<file path="src/rtl/wb_pkg.sv">
// Shared definitions for the Wishbone single-transfer initiator:
// FSM state encoding, bus widths and the default timeout.
package wb_pkg;

  typedef enum logic {
    IDLE = 1'b0,
    BUS  = 1'b1
  } wb_state_e;

  localparam int WB_ADR_W           = 32;
  localparam int WB_DAT_W           = 32;
  localparam int WB_SEL_W           = 4;
  localparam int WB_TIMEOUT_DEFAULT = 16;

endpackage

</file>
<file path="src/rtl/wb_master_if_if.sv">
// Wishbone classic bus bundle between the initiator (master) and a responder or
// interconnect (slave).
interface wb_master_if_if;
  import wb_pkg::*;

  logic [WB_ADR_W-1:0] adr_o;
  logic [WB_DAT_W-1:0] dat_o;
  logic [WB_DAT_W-1:0] dat_i;
  logic                we_o;
  logic [WB_SEL_W-1:0] sel_o;
  logic                cyc_o;
  logic                stb_o;
  logic                ack_i;
  logic                err_i;

  modport master (
    output adr_o, dat_o, we_o, sel_o, cyc_o, stb_o,
    input  dat_i, ack_i, err_i
  );

  modport slave (
    input  adr_o, dat_o, we_o, sel_o, cyc_o, stb_o,
    output dat_i, ack_i, err_i
  );

endinterface

</file>
<file path="src/rtl/wb_timeout_cnt.sv">
// Saturating bus-cycle counter; tc_o flags the last cycle a transfer may stay
// open without a responder answer.
module wb_timeout_cnt #(
  parameter int TIMEOUT_CYCLES = 16
) (
  input  logic clk_i,
  input  logic rst_ni,
  input  logic clr_i,
  input  logic en_i,
  output logic tc_o
);

  localparam int                 CNT_W    = $clog2(TIMEOUT_CYCLES + 1);
  localparam logic [CNT_W-1:0]   CNT_LAST = CNT_W'(TIMEOUT_CYCLES - 1);

  logic [CNT_W-1:0] cnt_q, cnt_d;

  always_comb begin
    cnt_d = cnt_q;
    if (clr_i) begin
      cnt_d = '0;
    end else if (en_i && (cnt_q != CNT_LAST)) begin
      cnt_d = cnt_q + CNT_W'(1);
    end
  end

  always_ff @(posedge clk_i) begin
    if (!rst_ni) begin
      cnt_q <= '0;
    end else begin
      cnt_q <= cnt_d;
    end
  end

  assign tc_o = (cnt_q == CNT_LAST);

endmodule

</file>
<file path="src/rtl/wb_master_if.sv">
// Wishbone classic single-transfer initiator: one command in, one bus cycle out,
// one response pulse back. Optional timeout under WB_MASTER_IF_TIMEOUT_EN.
module wb_master_if
  import wb_pkg::*;
#(
  parameter int TIMEOUT_CYCLES = WB_TIMEOUT_DEFAULT
) (
  input  logic                clk_i,
  input  logic                rst_ni,
  input  logic                cmd_valid_i,
  output logic                cmd_ready_o,
  input  logic                cmd_we_i,
  input  logic [WB_ADR_W-1:0] cmd_adr_i,
  input  logic [WB_DAT_W-1:0] cmd_dat_i,
  input  logic [WB_SEL_W-1:0] cmd_sel_i,
  output logic                rsp_valid_o,
  output logic [WB_DAT_W-1:0] rsp_dat_o,
  output logic                rsp_err_o,
  wb_master_if_if.master      bus
);

  if (TIMEOUT_CYCLES < 1) begin : g_bad_timeout
    $error("wb_master_if: TIMEOUT_CYCLES must be at least 1");
  end

  wb_state_e           state_q, state_d;
  logic [WB_ADR_W-1:0] adr_q, adr_d;
  logic [WB_DAT_W-1:0] dat_q, dat_d;
  logic [WB_SEL_W-1:0] sel_q, sel_d;
  logic                we_q, we_d;
  logic                cyc_q, cyc_d;
  logic                rsp_valid_q, rsp_valid_d;
  logic [WB_DAT_W-1:0] rsp_dat_q, rsp_dat_d;
  logic                rsp_err_q, rsp_err_d;
  logic                timeout_hit;

`ifdef WB_MASTER_IF_TIMEOUT_EN
  logic cnt_clr;
  logic cnt_en;

  assign cnt_clr = (state_q == IDLE) && cmd_valid_i;
  assign cnt_en  = (state_q == BUS);

  wb_timeout_cnt #(
    .TIMEOUT_CYCLES (TIMEOUT_CYCLES)
  ) u_timeout_cnt (
    .clk_i  (clk_i),
    .rst_ni (rst_ni),
    .clr_i  (cnt_clr),
    .en_i   (cnt_en),
    .tc_o   (timeout_hit)
  );
`else
  assign timeout_hit = 1'b0;
`endif

  always_comb begin
    state_d     = state_q;
    adr_d       = adr_q;
    dat_d       = dat_q;
    sel_d       = sel_q;
    we_d        = we_q;
    cyc_d       = cyc_q;
    rsp_valid_d = 1'b0;
    rsp_dat_d   = rsp_dat_q;
    rsp_err_d   = rsp_err_q;

    unique case (state_q)
      IDLE: begin
        if (cmd_valid_i) begin
          adr_d   = cmd_adr_i;
          dat_d   = cmd_dat_i;
          sel_d   = cmd_sel_i;
          we_d    = cmd_we_i;
          cyc_d   = 1'b1;
          state_d = BUS;
        end
      end
      BUS: begin
        if (bus.err_i || bus.ack_i || timeout_hit) begin
          state_d     = IDLE;
          adr_d       = '0;
          dat_d       = '0;
          sel_d       = '0;
          we_d        = 1'b0;
          cyc_d       = 1'b0;
          rsp_valid_d = 1'b1;
          // Error outranks ack; ack outranks a timeout landing in the same cycle.
          rsp_err_d   = bus.err_i || !bus.ack_i;
          rsp_dat_d   = (!bus.err_i && bus.ack_i && !we_q) ? bus.dat_i : '0;
        end
      end
      default: state_d = IDLE;
    endcase
  end

  always_ff @(posedge clk_i) begin
    if (!rst_ni) begin
      state_q     <= IDLE;
      adr_q       <= '0;
      dat_q       <= '0;
      sel_q       <= '0;
      we_q        <= 1'b0;
      cyc_q       <= 1'b0;
      rsp_valid_q <= 1'b0;
      rsp_dat_q   <= '0;
      rsp_err_q   <= 1'b0;
    end else begin
      state_q     <= state_d;
      adr_q       <= adr_d;
      dat_q       <= dat_d;
      sel_q       <= sel_d;
      we_q        <= we_d;
      cyc_q       <= cyc_d;
      rsp_valid_q <= rsp_valid_d;
      rsp_dat_q   <= rsp_dat_d;
      rsp_err_q   <= rsp_err_d;
    end
  end

  assign cmd_ready_o = (state_q == IDLE);
  assign rsp_valid_o = rsp_valid_q;
  assign rsp_dat_o   = rsp_dat_q;
  assign rsp_err_o   = rsp_err_q;

  assign bus.adr_o = adr_q;
  assign bus.dat_o = dat_q;
  assign bus.sel_o = sel_q;
  assign bus.we_o  = we_q;
  assign bus.cyc_o = cyc_q;
  assign bus.stb_o = cyc_q;

endmodule

</file>
<file path="src/flat_wrapper.sv">
// flat-port wrapper written by rule: the top's interface ports become plain ports
module wb_master_if_flat import wb_pkg::*;
#(
  parameter int TIMEOUT_CYCLES = WB_TIMEOUT_DEFAULT
)
  (clk_i, rst_ni, cmd_valid_i, cmd_ready_o, cmd_we_i, cmd_adr_i, cmd_dat_i, cmd_sel_i, rsp_valid_o, rsp_dat_o, rsp_err_o, bus_adr_o, bus_dat_o, bus_we_o, bus_sel_o, bus_cyc_o, bus_stb_o, bus_dat_i, bus_ack_i, bus_err_i);
  wb_master_if_if bus_i ();
  input  logic clk_i;
  input  logic rst_ni;
  input  logic cmd_valid_i;
  output logic cmd_ready_o;
  input  logic cmd_we_i;
  input  logic [WB_ADR_W-1:0] cmd_adr_i;
  input  logic [WB_DAT_W-1:0] cmd_dat_i;
  input  logic [WB_SEL_W-1:0] cmd_sel_i;
  output logic rsp_valid_o;
  output logic [WB_DAT_W-1:0] rsp_dat_o;
  output logic rsp_err_o;
  output wire logic [$bits(bus_i.adr_o)-1:0] bus_adr_o;
  output wire logic [$bits(bus_i.dat_o)-1:0] bus_dat_o;
  output wire logic [$bits(bus_i.we_o)-1:0] bus_we_o;
  output wire logic [$bits(bus_i.sel_o)-1:0] bus_sel_o;
  output wire logic [$bits(bus_i.cyc_o)-1:0] bus_cyc_o;
  output wire logic [$bits(bus_i.stb_o)-1:0] bus_stb_o;
  input wire logic [$bits(bus_i.dat_i)-1:0] bus_dat_i;
  input wire logic [$bits(bus_i.ack_i)-1:0] bus_ack_i;
  input wire logic [$bits(bus_i.err_i)-1:0] bus_err_i;
  assign bus_adr_o = bus_i.adr_o;
  assign bus_dat_o = bus_i.dat_o;
  assign bus_we_o = bus_i.we_o;
  assign bus_sel_o = bus_i.sel_o;
  assign bus_cyc_o = bus_i.cyc_o;
  assign bus_stb_o = bus_i.stb_o;
  assign bus_i.dat_i = bus_dat_i;
  assign bus_i.ack_i = bus_ack_i;
  assign bus_i.err_i = bus_err_i;
  wb_master_if #(.TIMEOUT_CYCLES(TIMEOUT_CYCLES)) u_core (.clk_i(clk_i), .rst_ni(rst_ni), .cmd_valid_i(cmd_valid_i), .cmd_ready_o(cmd_ready_o), .cmd_we_i(cmd_we_i), .cmd_adr_i(cmd_adr_i), .cmd_dat_i(cmd_dat_i), .cmd_sel_i(cmd_sel_i), .rsp_valid_o(rsp_valid_o), .rsp_dat_o(rsp_dat_o), .rsp_err_o(rsp_err_o), .bus(bus_i));
endmodule
</file>
<file path="config.mk">
export PLATFORM = sky130hd
export DESIGN_NAME = wb_master_if_flat
export DESIGN_NICKNAME = d
export VERILOG_FILES = /design/src/rtl/wb_pkg.sv /design/src/rtl/wb_master_if_if.sv /design/src/rtl/wb_timeout_cnt.sv /design/src/rtl/wb_master_if.sv /design/src/flat_wrapper.sv
export SDC_FILE = /design/constraint.sdc
export NUM_CORES = 1
export LEC_CHECK = 0
export ABC_AREA = 0
export BUFFER_PORTS_ARGS = -buffer_cell sky130_fd_sc_hd__buf_2
export CAP_MARGIN = 5
export CORE_ASPECT_RATIO = 0.7
export CORE_MARGIN = 8
export CORE_UTILIZATION = 41
export CTS_BUF_LIST = sky130_fd_sc_hd__clkbuf_8
export DETAILED_ROUTE_END_ITERATION = 8
export PLACE_DENSITY_LB_ADDON = 0.25
export SYNTH_ARGS = -nofsm -noshare
export SYNTH_HDL_FRONTEND = slang
export SYNTH_SLANG_ARGS = --single-unit
export TNS_END_PERCENT = 100
</file>
<file path="constraint.sdc">
create_clock -name clk_i -period 1.1 [get_ports clk_i]
set_input_delay 0.055 -clock clk_i [delete_from_list [all_inputs] [get_ports clk_i]]
set_output_delay 0.055 -clock clk_i [all_outputs]
set_load 0.005 [all_outputs]
</file>
Word level (Yosys, flattened, before mapping) --
Cells that the tools add are included.
Word-level totals: input port bits 106, output and inout bits 106, bits in registers 105
Cells by class: bitwise logic cells 1, reduce and logical (&&, ||, !) cells 10, mux-type cells 18, equal/unequal tests 2
Operators by type and width (count):
- $mux 32 | 4
- $pmux 32 s2 | 2
- $mux 4 | 2
- $pmux 4 s2 | 1
- $mux 1 | 6
- $pmux 1 s2 | 3
- $reduce_and 2->1 | 3
- $ne 2x2->1 const B | 2
- $logic_not 1->1 | 3
- $logic_and 1x1->1 | 2
- $logic_or 1x1->1 | 2
- $not 1->1 | 1

Longest topological paths before layout --
Gate-level depths: netlist of the first run.
depth in word-level cells 4, mapped depth 5, depth with buffers taken out 3

Worst setup path after synthesis of the first run --
No wires, ideal clock.
path type register -> register, start point register u_core.state_q, end point register u_core.rsp_dat_q[10], in the netlist u_core.rsp_dat_o[10], clock period less this slack 1218 ps, path buffers 2, path slack -118 ps, arrival time 1102 ps, cell stages (with the launch flop) 6, library setup time 117 ps, cells stage by stage dfxtp_1 -> inv_1 -> o21a_1 -> buf_2 -> buf_6 -> a22o_1
Between the ends: longest elaborated chain between the ends 1
Ends and longest elaborated chain:
- start, declared | RTL line wb_master_if.sv:26 | wb_state_e state_q, state_d;
- start signal, assigned | RTL line wb_master_if.sv:109 | state_q <= state_d;
- $reduce_and 2->1 (no line)
- end signal, assigned | RTL line wb_master_if.sv:116 | rsp_dat_q <= rsp_dat_d;
- end, declared | RTL line wb_master_if.sv:33 | logic [WB_DAT_W-1:0] rsp_dat_q, rsp_dat_d;
No other way between the ends. A chain may end at the register's enable or synchronous reset.

Worst setup path in the final report of the first run --
start point register u_core.state_q, end point register u_core.rsp_dat_q[3], in the netlist u_core.rsp_dat_o[3]
The elaborated chain is that of the path after synthesis.

==> impl_metrics.csv, run 1 <==
group,metric,value,unit
power,powerDensity,1170,nW/um^2
floorplan,io-pin-count,212,
sta,maxSlewHeadroom,84.0,%
synth,synthCells,396,
global_routing,grt_max_degree,62,
min_path,hold_depth,3,
job,drv_cap,0,
min_path,min_path_type,"input port to flip-flop",
floorplan,die_area,12800,sq um
cells_and_area,area_delta_synth_final,77.1,%
sta,setup_ws,-0.203,ns
setup_path,cp.required,1.41,ns
cells_and_area,final_common_cell,"buf_2",
setup_path,cp_data_arrival_time,1.61,ns
setup_path,worst_setup_path_end_kind,"flip-flop",
synth,seq_area_frac_synth,54.6,%
sta,worst_slew_pin_slew,0.240,ns
setup_path,cp_num_cells,6,
routing,firstDrtPassIters,5,
cells_and_area,layout_common_cells,"buf_2 (211), dfxtp_1 (104), dlygate4sd3_1 (101)",
setup_path,crit_chain,"buf_4 > nand2_4 > nor4b_4 > buf_6 > clkbuf_16 > a22o_1",
synth,netlist-cell-type-count,20,
sta,timing.fmax,0.768,GHz
cts,clk_latency,0.37,ns
cts,clock-root-buffer,"clkbuf_8",
sta,rsz0062_at_grt,"true",
cts,numCtsBuffers,9,
global_routing,grt.overflow.total,0,
floorplan,die_y,97.1,microns
synth,yosysTopAreaCell,"dfxtp_1",
cts,cts_sinks,105,
power,power.leakage,3.17,nW
cts,htreeDepth,3,
synth,synth_nets,502,
run_status,violations,"negative setup slack",
setup_path,crit_buf_inv,3,
sta,finalCritPeriodShare,118,%
routing,drtIter0Drc,299,
setup_path,r2r_start,"u_core.state_q",
placement,place_congestion,0.734,
cts,cts_tree,"done",
power,ir_drop,1.11,mV
sta,fin_hold_ws,0.0692,ns
synth,synth_top_area_share,54.6,%
global_routing,antenna_found_initial,2,
floorplan,die_w,132,microns
setup_path,crit_start,"u_core.state_q",
setup_path,critical_path.slowest_cell,"dfxtp_4",
sta,slew_violations,0,
setup_path,critPathKind,"flip-flop to flip-flop",
setup_path,cp_slowest_stage_delay,0.38,ns
sta,fin_setup_tns,-13.76,ns
routing,wirelength,16300,microns
synth,syn_area,3850,sq um
global_routing,grt_pass1_vias,4394,
synth,avgSynthCellArea,9.72,sq um
synth,ys_seq_elements,105,
sta,setup_viol,104,
synth,synth-warning-count,0,
cells_and_area,nets,827,
routing,routed_via_density,5.17,
routing,ant_nets,0,
power,power,7.94,mW
setup_path,critical_path.top_delay_family,"buffers and inverters",
setup_path,start_kind,"flip-flop",
setup_path,cp_max_fo,8,
routing,wire_per_inst,19.1,microns
routing,vias,4405,
sta,fin_skew,0.00839,ns
floorplan,core,9110,sq um
cts,clkTransAtPathRegs,0.10,ns
sta,min_period,1.30,ns
global_routing,grt_use_total,22.2,%
routing,drc_errors,0,
floorplan,initial_core_util,42.3,%
cells_and_area,fillers,634,
global_routing,grt_pass1_wl,23400,microns
cts,cts.path.max_buffers,2,
sta,hold_violations,0,
run_status,outcome,"finished, violations left",
cells_and_area,layout-drive-gt1-share,40.8,%
setup_path,ff2ff_path_depth,6,
synth,synth_area_leaders,"dfxtp_1 (55%), a21boi_0 (9.6%), o21ai_0 (9.0%)",
min_path,hp-start,"bus_ack_i",
placement,port_buffers,211,
floorplan,rows,29,
placement,hpwl,8690,microns
[what timing repair did]
action                     CTS  global route
gates resized for setup     76            73
hold endpoints to repair   101             0
hold buffers               101             0
gates cloned                 2            14
pin swaps                   17            26
setup buffers                4             4
setup endpoints to repair  103           105
[report_power, final]
part | total, mW | switching (mW) | internal (mW) | leakage [nW]
sequential | 4.07 | 0.100 | 3.97 | 0.858
combinational | 1.59 | 0.681 | 0.911 | 2.22
clock | 2.28 | 1.41 | 0.869 | 0.0965
[final timing paths]
check                                             to  slack (ns)
worst min-delay path              u_core.rsp_valid_o        0.07
worst max-delay path             u_core.rsp_dat_o[3]       -0.20
worst max register to register   u_core.rsp_dat_o[3]       -0.20
worst min register to register  u_core.bus.dat_o[15]        0.47
[through the flow]
step | area (sq um) | setup WS (ns) | std cells | utilization [%]
2_1_floorplan | 3890 | -0.0279 | 396 | -
3_3_place_gp | 5080 | -0.103 | 710 | 55.8
3_5_place_dp | 5080 | -0.199 | 710 | 55.8
4_1_cts | 6380 | -0.128 | 833 | 70.1
5_1_grt | 6820 | -0.255 | 852 | 74.8
6_report | 6820 | -0.203 | 852 | 74.8
[worst register-to-register path: cells and delay by family, from the launching register on]
kind | cells | cell delay [ns]
buffers and inverters | 3 | 0.47
AO/OA/AOI/OAI | 1 | 0.14
AND/OR/NAND/NOR | 2 | 0.27
flip-flops | 1 | 0.38
[sequential cells by signal (all words and copies together) (netlist names)]
signal	flops
u_core.bus.sel_o	4
u_core.rsp_err_o	1
u_core.bus.adr_o	32
u_core.rsp_dat_o	32
u_core.rsp_valid_o	1
u_core.bus.we_o	1
u_core.bus.cyc_o	1
u_core.bus.dat_o	32
u_core.state_q	1
[kinds of logic (layout without fill, tap and decap cells)]
| kind of cell | after synthesis | after routing | synth area share (%) |
|---|---|---|---|
| compound gates | 173 | 173 | 30.3 |
| buf+inv | 39 | 369 | 6.18 |
| flops | 105 | 105 | 54.6 |
| other cells | 0 | 2 | 0 |
| simple gates | 79 | 79 | 8.91 |
[cells in the mapped netlist, drive strengths merged]
| library cell | number |
|---|---|
| nor4b | 1 |
| inv | 1 |
| o21a | 2 |
| buf | 23 |
| nand2 | 71 |
| a22oi | 1 |
| a21boi | 69 |
| clkbuf | 15 |
| nor3b | 1 |
| nor2 | 3 |
| and2b | 1 |
| nor2b | 2 |
| a22o | 32 |
| o21ai | 69 |
| dfxtp | 105 |
[layer usage]
layer / vias to the layer above / share of wire [%] / track usage [%]
li1: 2036 / - / -
met1: 2094 / 39 / 24.4
met2: 244 / 49 / 38.6
met3: 31 / 8.9 / 8.37
met4: 0 / 2.2 / 8.09
met5: - / 0 / 0
[area by class of cell]
cell class | instances | area (sq um) | area share (%)
repair buffers | 352 | 2750 | 40.4
flip-flops and latches | 105 | 2110 | 30.9
multi-input cells | 252 | 1610 | 23.6
well taps | 124 | 155 | 2.28
clock buffers | 9 | 124 | 1.82
clock inverters | 7 | 60.1 | 0.881
inverters | 1 | 6.26 | 0.0918
diodes | 2 | 5.00 | 0.0734
Note: power is estimated with default switching activity, not from simulation.
==> run 2, diff against run 1 <==
CORE_ASPECT_RATIO = 0.75   (was 0.7)
SETUP_SLACK_MARGIN = 0.05   (was unset)
==> run 2 against run 1 <==
The run still ends with negative setup slack left. Combinational power down 8%. Clock power is 11% higher. Register-to-register slack about the same. Flip-flop and latch count did not move. Worst hold slack got worse by 0.025 ns.
==> impl_metrics.csv, run 2 (synthesized netlist as in run 1, its figures left out) <==
group,metric,value,unit
min_path,min_path_type,"input port to flip-flop",
setup_path,cp.required,1.39,ns
setup_path,cp_data_arrival_time,1.59,ns
sta,slew_violations,0,
power,ir_drop,1.01,mV
cells_and_area,design_area,6740,sq um
cells_and_area,ff_latch_area,2110,sq um
cts,clk_latency,0.37,ns
cells_and_area,layout.cells.non_filler,847,
floorplan,die_y,99.9,microns
floorplan,rows,30,
routing,wirelength,15000,microns
routing,drtIter0Drc,276,
setup_path,start_kind,"flip-flop",
global_routing,antenna_found_initial,2,
run_status,outcome,"finished, violations left",
sta,maxSlewHeadroom,75.0,%
cells_and_area,area_delta_synth_final,75.1,%
placement,place_congestion,0.758,
global_routing,grt_max_degree,43,
global_routing,grt_use_total,21.5,%
job,drv_cap,0,
routing,firstDrtPassIters,4,
global_routing,grt_pass1_vias,4274,
sta,setup_ws,-0.202,ns
sta,setup_viol,103,
power,power.leakage,3.10,nW
cells_and_area,fillers,637,
routing,drc_errors,0,
cts,clock-root-buffer,"clkbuf_8",
floorplan,io-pin-count,212,
cts,numCtsBuffers,9,
sta,min_period,1.30,ns
routing,routed_via_density,4.98,
placement,post-place-cells,714,
setup_path,critPathKind,"flip-flop to flip-flop",
run_status,violations,"negative setup slack",
cts,htreeDepth,3,
cells_and_area,final_common_cell,"buf_2",
sta,hold_violations,0,
cells_and_area,multi_input_area,1660,sq um
routing,ant_nets,0,
cts,cts_sinks,105,
cells_and_area,layout_common_cells,"buf_2 (209), dfxtp_1 (103), dlygate4sd3_1 (101)",
placement,hpwl,8600,microns
floorplan,die_area,12800,sq um
cells_and_area,nets,819,
floorplan,core,9080,sq um
sta,fin_skew,0.00934,ns
setup_path,worst_setup_path_end_kind,"flip-flop",
floorplan,die_w,128,microns
sta,finalCritPeriodShare,118,%
sta,rsz0062_at_grt,"true",
global_routing,grt.overflow.total,0,
floorplan,initial_core_util,42.4,%
cts,cts_tree,"done",
cells_and_area,layout-drive-gt1-share,41.9,%
cts,clkTransAtPathRegs,0.10,ns
routing,wire_per_inst,17.7,microns
setup_path,cp_max_fo,7,
routing,vias,4221,
placement,port_buffers,211,
global_routing,grt_pass1_wl,22200,microns
placement,place_area,5050,sq um
cells_and_area,final_util,74.2,%
cts,cts.path.max_buffers,2,
sta,worst_slew_pin_slew,0.374,ns
power,power,8.09,mW
sta,timing.fmax,0.768,GHz
power,powerDensity,1200,nW/um^2
-- run 2: through the flow --
step | setup TNS, ns | worst slack (ns) | hold slack (ns)
after floorplan | -1.08 | -0.0279 | 0.181
after global placement | -6.61 | -0.115 | 0.273
after detailed placement | -10.56 | -0.204 | 0.276
after CTS | -9.77 | -0.134 | 0.0228
after global routing | -22.23 | -0.263 | 0.0649
final | -15.21 | -0.202 | 0.0443
-- run 2: cell type report --
class / count / share of cell area [%]
inverters: 1 / 0.0928
multi-input cells: 252 / 24.7
repair buffers: 344 / 38.4
clock inverters: 5 / 0.947
well taps: 128 / 2.38
diodes: 1 / 0.0371
flip-flops and latches: 105 / 31.3
clock buffers: 11 / 2.25
-- run 2: repair_timing --
action / CTS / global route
hold buffers: 101 / 0
resized for setup: 25 / 131
endpoints found under the hold margin: 101 / 0
setup buffers: 2 / 2
pin swaps: 0 / 40
gates cloned: 2 / 9
setup endpoints to repair: 105 / 105
-- run 2: routing by layer --
| metal | GRT usage, % | part of all wire [%] | vias to the layer above | routed length [microns] |
|---|---|---|---|---|
| li1 | - | - | 2021 | - |
| met1 | 23.5 | 39 | 1993 | 5930 |
| met2 | 37.5 | 50 | 181 | 7450 |
| met3 | 8.47 | 9.0 | 24 | 1350 |
| met4 | 6.74 | 1.8 | 2 | 264 |
| met5 | 0 | 0.087 | - | 13 |
-- run 2: path summary, 6_finish.rpt --
| kind | cells past startpoint | slack (ns) | to | startpoint |
|---|---|---|---|---|
| min | 3 | 0.04 | u_core.rsp_valid_o | bus_ack_i |
| max reg2reg | 5 | -0.20 | u_core.bus.adr_o[5] | u_core.state_q |
| max | 5 | -0.20 | u_core.bus.adr_o[5] | u_core.state_q |
| min reg2reg | 2 | 0.47 | u_core.bus.adr_o[26] | u_core.bus.adr_o[26] |
-- run 2: worst max-delay path: stages (launching register included) --
cell       delay, ns
dfxtp_4         0.40
nor3b_4         0.24
buf_6           0.20
clkbuf_16       0.17
o21ai_2         0.06
a21boi_1        0.17
-- run 2: report_power, final --
group	internal, mW	switching [mW]	leakage, nW
combinational	0.833	0.638	2.14
sequential	3.97	0.105	0.858
clock	1.19	1.35	0.106
==> run 3, diff against run 2 <==
SETUP_SLACK_MARGIN = 0.15   (was 0.05)
SYNTH_HIERARCHICAL = 1   (was unset)
==> run 3 against run 2 <==
The flow still finishes with violations (negative setup slack). Critical path depth did not move. Via count rose by 2.0%. Combinational power increased by 12%. Fmax decreased by 5.3%. Worst hold slack better by 0.021 ns. Synthesized cell count unchanged. Core utilization increased by 3.2 points. Clock power down 9.1%.
==> impl_metrics.csv, run 3 <==
group,metric,value,unit
run_status,outcome,"finished, violations left",
run_status,violations,"negative setup slack",
sta,min_period,1.38,ns
synth,seq_area_frac_synth,54.3,%
synth,netlist-cell-type-count,21,
synth,synth_nets,502,
sta,setup_viol,102,
job,drv_cap,0,
setup_path,worst_setup_path_end_kind,"flip-flop",
power,p_clk_share,28.8,%
sta,timing.fmax,0.727,GHz
setup_path,critPathKind,"flip-flop to flip-flop",
power,power,8.03,mW
cts,cts_sinks,105,
floorplan,rows,30,
synth,yosys-top-cells-count,"dfxtp_1 (105), nand2_1 (70), o21ai_0 (69), a21boi_1 (48), a22o_2 (29)",
cts,cts_tree,"done",
placement,hpwl,8480,microns
placement,port_buffers,211,
power,p_switching,2.09,mW
routing,wire_per_inst,18.9,microns
synth,syn_area,3870,sq um
power,internal_power,5.95,mW
cells_and_area,area_delta_synth_final,82.4,%
cells_and_area,final_common_cell,"buf_2",
sta,slew_violations,0,
setup_path,cp.required,1.38,ns
sta,finalCritPeriodShare,125,%
global_routing,antenna_found_initial,3,
cts,clk_latency,0.36,ns
sta,maxSlewHeadroom,82.9,%
cts,clock-root-buffer,"clkbuf_8",
synth,synthCells,396,
global_routing,grt_max_degree,71,
power,powerDensity,1140,nW/um^2
placement,post-place-cells,712,
cells_and_area,final_util,77.4,%
cells_and_area,layout-drive-gt1-share,49.9,%
sta,fin_hold_ws,0.0655,ns
synth,yosys.cell_count.top_type,"dfxtp_1",
floorplan,initial_core_util,42.4,%
cells_and_area,design_area,7060,sq um
synth,synth_edf_count,0,
placement,place_congestion,0.755,
synth,synth-warning-count,6,
sta,worst_slew_pin_slew,0.256,ns
floorplan,core,9120,sq um
floorplan,die_y,100,microns
setup_path,start_kind,"flip-flop",
power,ir_drop,0.859,mV
setup_path,cp_data_arrival_time,1.65,ns
cells_and_area,layout.cells.non_filler,858,
routing,firstDrtPassIters,4,
routing,routed_via_density,5.02,
synth,synth_top_area_share,54.3,%
synth,synthArstFlopShare,0,%
power,seq_power_share,50.9,%
placement,place_area,5080,sq um
sta,hold_violations,0,
cells_and_area,nets,828,
sta,rsz0062_at_grt,"true",
sta,setup_ws,-0.275,ns
routing,drc_errors,0,
synth,avgSynthCellArea,9.78,sq um
global_routing,grt_pass1_wl,22800,microns
cts,htreeDepth,3,
sta,fin_skew,0.00657,ns
setup_path,cp_max_fo,7,
routing,wirelength,16200,microns
routing,ant_nets,0,
global_routing,grt_use_total,22.2,%
power,combinationalPowerShare,20.4,%
cts,cts.path.max_buffers,2,
global_routing,grt.overflow.total,0,
routing,drtIter0Drc,262,
power,sw_frac_of_total,26.0,%
floorplan,io-pin-count,212,
floorplan,die_area,12800,sq um
floorplan,die_w,128,microns
cells_and_area,layout_common_cells,"buf_2 (209), dlygate4sd3_1 (101), dfxtp_1 (91)",
synth,ys_seq_elements,105,
power,power.leakage,3.24,nW
min_path,min_path_type,"input port to flip-flop",
global_routing,grt_pass1_vias,4403,
synth,synth_area_leaders,"dfxtp_1 (54%), a21boi_1 (9.3%), o21ai_0 (8.9%)",
cts,clkTransAtPathRegs,0.09,ns
routing,vias,4305,
synth,yosysTopAreaCell,"dfxtp_1",
cts,numCtsBuffers,9,
synth,synth_ff_type,"dfxtp_1",
[run 3: layer usage]
layer / up-vias / wire [microns] / part of all wire, % / track usage [%]
met5: - / 0 / 0 / 0
met4: 0 / 489 / 3.0 / 11.5
met3: 41 / 1190 / 7.3 / 7.31
met2: 171 / 8190 / 50 / 38.0
met1: 2045 / 6380 / 39 / 24.2
li1: 2048 / - / - / -
[run 3: path summary, 6_finish.rpt]
kind / from / end / slack (ns) / cells past startpoint
max: u_core/state_q / u_core/bus.dat_o[5] / -0.28 / 5
min: bus_ack_i / u_core/rsp_valid_o / 0.07 / 3
max reg2reg: u_core/state_q / u_core/bus.dat_o[5] / -0.28 / 5
min reg2reg: u_core/bus.adr_o[18] / u_core/bus.adr_o[18] / 0.46 / 2
[run 3: timing repair]
item / CTS / global route
endpoints found under the hold margin: 101 / 0
hold buffers: 101 / 0
pin swaps: 3 / 42
gates resized for setup: 55 / 104
buffers inserted: 6 / 3
gates cloned: 3 / 14
endpoints found under the setup margin: 105 / 118
[run 3: cell type report]
type                            count  area [sq um]
Timing Repair Buffer              353          2830
Fill cell                         592          2060
Sequential cell                   105          2120
Inverter                            1          6.26
Clock buffer                        9           124
Antenna cell                        3          7.51
Multi-Input combinational cell    252          1750
Clock inverter                      7          63.8
Tap cell                          128           160
[run 3: per-stage QoR]
step                      setup TNS [ns]  worst slack (ns)
final                             -14.91            -0.275
after global routing              -20.57            -0.302
after CTS                          -9.15            -0.120
after detailed placement           -8.62            -0.140
after global placement             -4.92           -0.0893
after floorplan                    -1.40           -0.0350
[run 3: power by group through the flow]
stage | logic, mW | registers (mW) | clock network [mW]
finish | 1.64 | 4.09 | 2.31
global route | 1.75 | 4.11 | 2.54
CTS | 1.38 | 4.06 | 2.37
detailed placement | 0.978 | 4.14 | 0
global placement | 0.960 | 4.14 | 0
floorplan | 0.481 | 4.16 | 0
[run 3: cell families (layout without fill, tap and decap cells)]
kind of cell,after synthesis,after routing,synth area share [%]
flip-flops,105,105,54.3
AO/OA/AOI/OAI,173,173,31.1
AND/OR/NAND/NOR,79,79,8.89
other,0,3,0
buffers and inverters,39,370,5.75
[run 3: worst max-delay path: stages, from the launching register on]
cell       delay (ns)
dfxtp_4          0.37
nor3b_4          0.24
buf_6            0.22
clkbuf_16        0.19
o21ai_2          0.06
a21boi_1         0.21
